## src/rtl/ram_stream_master_pkg.sv

```systemverilog
// Shared types for ram_stream_master: FSM state encoding and session mode constants.
package ram_stream_master_pkg;

   typedef enum logic [2:0] {
      S_IDLE    = 3'd0,
      S_WAIT_IN = 3'd1,
      S_WR_ACC  = 3'd2,
      S_RD_ACC  = 3'd3,
      S_RD_OUT  = 3'd4,
      S_GAP     = 3'd5,
      S_FIN     = 3'd6
   } state_e;

   localparam logic MODE_WR = 1'b0;
   localparam logic MODE_RD = 1'b1;

endpackage

```

## src/rtl/ram_stream_master_timer.sv

```systemverilog
// Access watchdog: reloads while load is high, counts down while run is high,
// expire asserts on the TIMEOUT-th consecutive run cycle. Used only with RAM_MASTER_TIMEOUT_EN.
module ram_stream_master_timer #(
   parameter int TIMEOUT = 255
) (
   input  logic clk,
   input  logic rst_n,
   input  logic load,
   input  logic run,
   output logic expire
);

   localparam int CW = $clog2(TIMEOUT + 1);
   localparam logic [CW-1:0] LOAD_VAL = CW'(TIMEOUT - 1);

   logic [CW-1:0] cnt_q, cnt_d;

   always_comb begin
      cnt_d = cnt_q;
      if (load) begin
         cnt_d = LOAD_VAL;
      end else if (run && (cnt_q != '0)) begin
         cnt_d = cnt_q - CW'(1);
      end
   end

   always_ff @(posedge clk or negedge rst_n) begin
      if (!rst_n) begin
         cnt_q <= '0;
      end else begin
         cnt_q <= cnt_d;
      end
   end

   assign expire = run && (cnt_q == '0);

endmodule

```

## src/rtl/ram_stream_master.sv

```systemverilog
// Stream-to-RAM session master for ram_full: LEN words written from s_* or read out to m_*.
// Optional access watchdog enabled by defining RAM_MASTER_TIMEOUT_EN.
//
// state   | meaning
// IDLE    | no session; waits for start
// WAIT_IN | write session, waiting for an s_* word
// WR_ACC  | ram_we held until ram_done
// RD_ACC  | ram_re held until ram_done
// RD_OUT  | read word presented on m_*, waiting for m_ready
// GAP     | strobes low, waits for ram_done to clear, then advances address
// FIN     | one-cycle finish pulse
module ram_stream_master
   import ram_stream_master_pkg::*;
#(
   parameter int ADDR_W  = 17,
   parameter int DATA_W  = 16,
   parameter int LEN_W   = 16,
   parameter int TIMEOUT = 255
) (
   input  logic              clk,
   input  logic              rst_n,
   input  logic              start,
   input  logic              mode,
   input  logic [ADDR_W-1:0] base_addr,
   input  logic [LEN_W-1:0]  len,
   input  logic [DATA_W-1:0] s_data,
   input  logic              s_valid,
   output logic              s_ready,
   output logic [DATA_W-1:0] m_data,
   output logic              m_valid,
   input  logic              m_ready,
   output logic              busy,
   output logic              finish,
   output logic              err,
   output logic              ram_en,
   output logic              ram_re,
   output logic              ram_we,
   output logic [ADDR_W-1:0] ram_addr,
   output logic [DATA_W-1:0] ram_wdata,
   input  logic              ram_done,
   input  logic [DATA_W-1:0] ram_rdata
);

   state_e            state_q, state_d;
   logic [ADDR_W-1:0] addr_q, addr_d;
   logic [LEN_W-1:0]  rem_q, rem_d;
   logic [DATA_W-1:0] wdata_q, wdata_d;
   logic [DATA_W-1:0] rdata_q, rdata_d;
   logic              mode_q, mode_d;
   logic              in_acc;
   logic              tmo;

   assign in_acc = (state_q == S_WR_ACC) || (state_q == S_RD_ACC);

`ifdef RAM_MASTER_TIMEOUT_EN
   logic err_q, err_d;

   ram_stream_master_timer #(.TIMEOUT(TIMEOUT)) u_timer (
      .clk    (clk),
      .rst_n  (rst_n),
      .load   (!in_acc),
      .run    (in_acc),
      .expire (tmo)
   );

   // A completion arriving on the expiry cycle wins over the timeout.
   always_comb begin
      err_d = err_q;
      if ((state_q == S_IDLE) && start) err_d = 1'b0;
      if (tmo && !ram_done)             err_d = 1'b1;
   end

   always_ff @(posedge clk or negedge rst_n) begin
      if (!rst_n) begin
         err_q <= 1'b0;
      end else begin
         err_q <= err_d;
      end
   end

   assign err = err_q;
`else
   logic unused_timeout;
   assign tmo            = 1'b0;
   assign err            = 1'b0;
   assign unused_timeout = in_acc ^ (TIMEOUT > 0);
`endif

   always_comb begin
      state_d = state_q;
      addr_d  = addr_q;
      rem_d   = rem_q;
      wdata_d = wdata_q;
      rdata_d = rdata_q;
      mode_d  = mode_q;
      case (state_q)
         S_IDLE: begin
            if (start) begin
               addr_d = base_addr;
               rem_d  = len;
               mode_d = mode;
               if (len == '0)            state_d = S_FIN;
               else if (mode == MODE_RD) state_d = S_RD_ACC;
               else                      state_d = S_WAIT_IN;
            end
         end
         S_WAIT_IN: begin
            if (s_valid) begin
               wdata_d = s_data;
               state_d = S_WR_ACC;
            end
         end
         S_WR_ACC: begin
            if (ram_done)  state_d = S_GAP;
            else if (tmo)  state_d = S_FIN;
         end
         S_RD_ACC: begin
            if (ram_done) begin
               rdata_d = ram_rdata;
               state_d = S_RD_OUT;
            end else if (tmo) begin
               state_d = S_FIN;
            end
         end
         S_RD_OUT: begin
            if (m_ready) state_d = S_GAP;
         end
         S_GAP: begin
            // Holding here until ram_done drops guarantees a clean strobe edge per access.
            if (!ram_done) begin
               addr_d = addr_q + ADDR_W'(1);
               rem_d  = rem_q - LEN_W'(1);
               if (rem_q == LEN_W'(1))     state_d = S_FIN;
               else if (mode_q == MODE_RD) state_d = S_RD_ACC;
               else                        state_d = S_WAIT_IN;
            end
         end
         S_FIN:   state_d = S_IDLE;
         default: state_d = S_IDLE;
      endcase
   end

   always_ff @(posedge clk or negedge rst_n) begin
      if (!rst_n) begin
         state_q <= S_IDLE;
         addr_q  <= '0;
         rem_q   <= '0;
         wdata_q <= '0;
         rdata_q <= '0;
         mode_q  <= MODE_WR;
      end else begin
         state_q <= state_d;
         addr_q  <= addr_d;
         rem_q   <= rem_d;
         wdata_q <= wdata_d;
         rdata_q <= rdata_d;
         mode_q  <= mode_d;
      end
   end

   assign busy      = (state_q != S_IDLE);
   assign ram_en    = busy;
   assign ram_we    = (state_q == S_WR_ACC);
   assign ram_re    = (state_q == S_RD_ACC);
   assign s_ready   = (state_q == S_WAIT_IN);
   assign m_valid   = (state_q == S_RD_OUT);
   assign finish    = (state_q == S_FIN);
   assign ram_addr  = addr_q;
   assign ram_wdata = wdata_q;
   assign m_data    = rdata_q;

endmodule
```

## config.mk

```make
export PLATFORM = sky130hd
export DESIGN_NAME = ram_stream_master
export DESIGN_NICKNAME = d
export VERILOG_FILES = /design/src/rtl/ram_stream_master_pkg.sv /design/src/rtl/ram_stream_master_timer.sv /design/src/rtl/ram_stream_master.sv
export SDC_FILE = /design/constraint.sdc
export NUM_CORES = 1
export LEC_CHECK = 0
export ABC_AREA = 1
export CORE_ASPECT_RATIO = 1.5
export CORE_MARGIN = 2
export CORE_UTILIZATION = 60
export CTS_CLUSTER_SIZE = 8
export DETAILED_ROUTE_END_ITERATION = 16
export DONT_BUFFER_PORTS = 1
export GPL_TIMING_DRIVEN = 0
export PLACE_DENSITY = 0.74
export SYNTH_ARGS = -nofsm -noshare
export SYNTH_HDL_FRONTEND = slang
export SYNTH_SLANG_ARGS = --single-unit
```

## constraint.sdc

```tcl
create_clock -name clk -period 1.89 [get_ports clk]
set_input_delay 0.2835 -clock clk [delete_from_list [all_inputs] [get_ports clk]]
set_output_delay 0.2835 -clock clk [all_outputs]
set_load 0.05 [all_outputs]
```

==> results of run 1 <==
-- layer usage --
metal | vias up | global-route usage | part of all wire
li1 | 1688 | - | -
met1 | 1623 | 0.343 | 0.36
met2 | 145 | 0.507 | 0.52
met3 | 26 | 0.0804 | 0.085
met4 | 0 | 0.156 | 0.027
met5 | - | 0 | 0
-- cell families after synthesis --
family	Yosys count	synth area share
AO/OA/AOI/OAI	50	0.0649
multiplexers	32	0.0992
other	1	0.000935
AND/OR/NAND/NOR	298	0.310
adder cells (fa/ha/maj)	3	0.00936
flip-flops	69	0.430
buffers and inverters	53	0.0674
XOR/XNOR	8	0.0175
-- worst max-delay path: stages (launching register included) --
cell     delay, ns
dfrtp_1       0.37
buf_4         0.18
nor3_4        0.56
nand2_4       0.14
buf_6         0.19
mux2_1        0.32
-- registers in the layout (all words and copies together), names as in the netlist --
register / flops
ram_addr: 17
mode_q: 1
state_q: 3
m_data: 16
rem_q: 16
ram_wdata: 16
-- final cells by class --
type | count | area (µm²)
plain buffers | 18 | 144
clock buffers | 10 | 138
clock inverters | 5 | 37.5
fillers | 572 | 2050
inverters | 35 | 141
multi-input cells | 392 | 2050
flip-flops and latches | 69 | 1740
well taps | 76 | 95.1
repair buffers | 10 | 97.6
-- power breakdown --
| group | total, mW | internal (mW) | switching (mW) |
|---|---|---|---|
| clock network | 1.10 | 0.506 | 0.592 |
| registers | 4.83 | 2.21 | 2.61 |
| logic | 3.80 | 1.46 | 2.34 |
-- cell usage after synthesis (2+ instances only) --
cell type  count  area [µm²]
nand2_1      158         593
nor2_1        80         300
dfrtp_1       69        1730
nand3_1       33         165
inv_1         30         113
o21ai_1       25         125
o21ai_0       13        65.1
mux2_2        12         135
mux2_1        10         113
mux2_4        10         150
a21oi_1        8        40.0
buf_4          8        60.1
nand2_2        6        37.5
xor2_1         6        52.6
buf_6          5        56.3
inv_2          5        18.8
nand4_1        5        31.3
buf_2          3        15.0
ha_1           3        37.5
nor3_1         3        15.0
o211ai_1       3        22.5
or2_2          3        18.8
clkbuf_1       2        7.51
nor2_2         2        12.5
or2_0          2        12.5
xnor2_1        2        17.5
-- how the worst max path moves through the flow --
stage / start / slack (ns) / cells past startpoint / to
6_report: state_q[2] / 0.01 / 5 / ram_wdata[8]
5_1_grt: state_q[2] / -0.06 / 5 / ram_wdata[7]
4_1_cts: state_q[2] / -0.07 / 5 / m_data[12]
3_5_place_dp: state_q[1] / -0.18 / 5 / m_data[12]
3_3_place_gp: ram_addr[1] / -0.15 / 8 / ram_addr[10]
2_1_floorplan: state_q[1] / 0.02 / 5 / m_data[0]
-- what timing repair did --
action | in CTS | in global routing
buffers inserted | 0 | 8
hold buffers | 2 | 0
resized for setup | 9 | 11
pin swaps | 3 | 4
hold endpoints to repair | 69 | 0
cloned | 0 | 0
endpoints found under the setup margin | 56 | 36
==> flow_summary.yaml, run 1 <==
worst_setup_path:
  reg2reg_from: "state_q[2]"
  crit_required_ns: 2.13
  timing.rr.end: "ram_wdata[8]"
  cp_max_fo: 10
  criticalPathCategory: "flop to flop"
  endpoint_kind: "flop"
  ff2ff_setup_slack_ns: 0.01
  setup.worst_path.start_class: "flop"
  arrival_ns: 2.12
  worstRegToRegCells: 5
timing:
  tightest_slew_ns: 0.647
  finalCritPeriodShare: 0.994
  setup_viol: 0
  finalCriticalPeriod_ns: 1.88
  finalWorstSetupSlack_ns: 0.0112
  whs_ns: 0.0499
  slew_headroom: 0.567
  finClkSkew_ns: 0.0139
  fmax_mhz: 532
  fin_setup_tns_ns: 0
  rsz0062_at_grt: "yes"
  drv_slew: 0
  hold_violations: 0
die:
  start_util: 0.618
  die_area_um2: 7370
  io_pins: 129
  coreArea_um2: 6490
  num_rows: 36
  die_h_um: 104
  dieWidth_um: 70.8
global_routing:
  grt_antenna_before_repair: 0
  grt-ovfl-total: 0
  grt_pass1_vias: 3687
  grt_use_total: 0.301
  grt_max_degree: 70
  grt_pass1_wl_um: 17500
finish:
  utilization: 0.684
  drive_gt1_frac: 0.176
  design_area_um2: 4430
  layout_common_cells: "157 x nand2_1, 77 x nor2_1, 62 x dfrtp_1"
  n_antenna_cell: 0
  fin_cells: 615
  nNetsFinal: 610
  final_common_cell: "nand2_1"
  syn2layout_area_growth_pct: 10.5
power_and_ir_drop:
  power.density_nw_per_um2: 2190
  total_power_mw: 9.73
  leakage_nw: 2.12
  ir_drop_mv: 1.58
flow_run:
  cap_violations: 0
outcome:
  status: "finished, final reports clean"
cts:
  cts_buffer_depth: 2
  cts_tree: "built"
  ctsRootBufferMaster: "clkbuf_8"
  clk_latency_ns: 0.37
  numCtsBuffers: 9
  path_clk_slew_ns: 0.08
  htreeDepth: 3
  clock_sinks: 69
place:
  dpl_worst_slack_ns: -0.185
  gp_congestion: 0.955
  post_dp_cell_area_um2: 4110
  dpl.hpwl_um: 7340
  dp_cells: 590
  port_buffers: 0
routing:
  drt_iter0_drc: 230
  wl_um: 10300
  first_pass_iters: 5
  via_per_inst: 5.66
  drc: 0
  wl_per_cell_um: 16.7
  final_antenna_net_count: 0
  vias: 3482
yosys:
  ys_ff_latch: 69
  avgSynthCellArea_um2: 7.80
  syn_area_um2: 4010
  yosysUniqueCellTypes: 34
  ys_warn_count: 0
  synth_edf_count: 0
  synthArstFlopShare: 1.00
  syn_inst: 514
  ys.flop_type: "dfrtp_1"
  synth_nets: 589
  synth-seq-area-share: 0.430
worst_hold_path:
  hold_start: "s_data[13]"
  hold_class: "input pin to flop"
  min_to: "ram_wdata[13]"
  holdPathStages: 1
(Power assumes the default switching activity.)
==> inputs of run 2 (changes only) <==
Settings changed: REMOVE_ABC_BUFFERS from default to 1.
==> run 2 against run 1 <==
  * Clock skew fell by 0.0022 ns
  * Sequential cell count did not move
  * Final area rose by 0.48%
  * Sequential share of layout area fell by 0.074 points
  * Critical endpoint is now ram_wdata[9]
==> flow_summary.yaml, run 2 (synthesis results as in run 1) <==
place:
  dpl_worst_slack_ns: -0.867
  port_buffers: 0
  gp_congestion: 0.894
  dpl.hpwl_um: 6440
global_routing:
  grt_max_degree: 70
  grt_use_total: 0.264
  grt-ovfl-total: 0
  grt_pass1_wl_um: 15500
  grt_antenna_before_repair: 0
  grt_pass1_vias: 3412
worst_setup_path:
  arrival_ns: 2.10
  crit_required_ns: 2.12
  endpoint_kind: "flop"
  setup.worst_path.start_class: "flop"
  criticalPathCategory: "flop to flop"
  cp_max_fo: 16
cts:
  cts_buffer_depth: 2
  numCtsBuffers: 9
  clock_sinks: 69
  htreeDepth: 3
  path_clk_slew_ns: 0.08
  clk_latency_ns: 0.35
  cts_tree: "built"
  ctsRootBufferMaster: "clkbuf_8"
timing:
  hold_violations: 0
  finClkSkew_ns: 0.0117
  finalWorstSetupSlack_ns: 0.0259
  finalCriticalPeriod_ns: 1.86
  tightest_slew_ns: 0.672
  drv_slew: 0
  setup_viol: 0
  slew_headroom: 0.551
  fmax_mhz: 536
  finalCritPeriodShare: 0.986
routing:
  via_per_inst: 5.68
  vias: 3408
  final_antenna_net_count: 0
  wl_um: 9720
  first_pass_iters: 5
  drc: 0
  drt_iter0_drc: 210
  wl_per_cell_um: 16.2
finish:
  syn2layout_area_growth_pct: 11.1
  largest_reg_flops: 17
  drive_gt1_frac: 0.162
  nNetsFinal: 594
  final_common_cell: "nand2_1"
  n_antenna_cell: 0
  multi_input_area_um2: 2140
  layout_common_cells: "157 x nand2_1, 77 x nor2_1, 58 x dfrtp_1"
  regArea_um2: 1740
  fillers: 535
die:
  die_h_um: 104
  start_util: 0.618
  num_rows: 36
  coreArea_um2: 6490
  io_pins: 129
  dieWidth_um: 70.8
  die_area_um2: 7370
worst_hold_path:
  hold_class: "input pin to flop"
flow_run:
  cap_violations: 0
outcome:
  status: "finished, final reports clean"
## run 2: cell type report
class / count / share of cell area
repair buffers: 10 / 0.0303
well taps: 76 / 0.0213
flip-flops and latches: 69 / 0.391
inverters: 35 / 0.0320
clock buffers: 10 / 0.0286
multi-input cells: 394 / 0.481
clock inverters: 6 / 0.0163
## run 2: critical path, stage by stage, from the launching register on
cell	delay, ns
dfrtp_2	0.53
nor3_4	0.61
nand2_4	0.10
buf_12	0.18
mux2_1	0.32
## run 2: per-layer routing
metal  wire length [µm]  track usage
met4                153       0.0863
met5                  0            0
met3                751       0.0872
met1               3580        0.289
met2               5230        0.471
## run 2: final timing paths
kind                            cells past startpoint  slack [ns]             to       start
worst min register to register                      2        0.49      rem_q[15]   rem_q[15]
worst max register to register                      4        0.03   ram_wdata[9]  state_q[2]
min in group asynchronous                           2        0.47       rem_q[2]       rst_n
worst min-delay path                                1        0.06  ram_wdata[10]  s_data[10]
max in group asynchronous                           2        1.11     state_q[2]       rst_n
worst max-delay path                                4        0.03   ram_wdata[9]  state_q[2]
## run 2: metrics by stage
step	TNS (ns)	hold slack (ns)	utilization	cell area (µm²)	instances
detailed placement	-34.74	-0.0102	0.612	3970	572
floorplan	-14.97	-0.0121	-	3870	496
finish	0	0.0552	0.687	4460	600
CTS	-0.00355	0.0430	0.667	4330	596
global route	-0.0242	0.0399	0.687	4460	600
global placement	-31.67	-0.0105	0.612	3970	572
## run 2: what timing repair did
item / 4_1_cts / 5_1_grt
setup endpoints to repair: 72 / 68
gates cloned: 1 / 1
pin swaps: 7 / 6
endpoints found under the hold margin: 69 / 0
resized for setup: 16 / 21
buffers inserted: 5 / 3
hold buffers: 2 / 0
Power of run 2 is not shown: default switching activity piles up to over one toggle a cycle in this logic, so the estimate is an artifact.
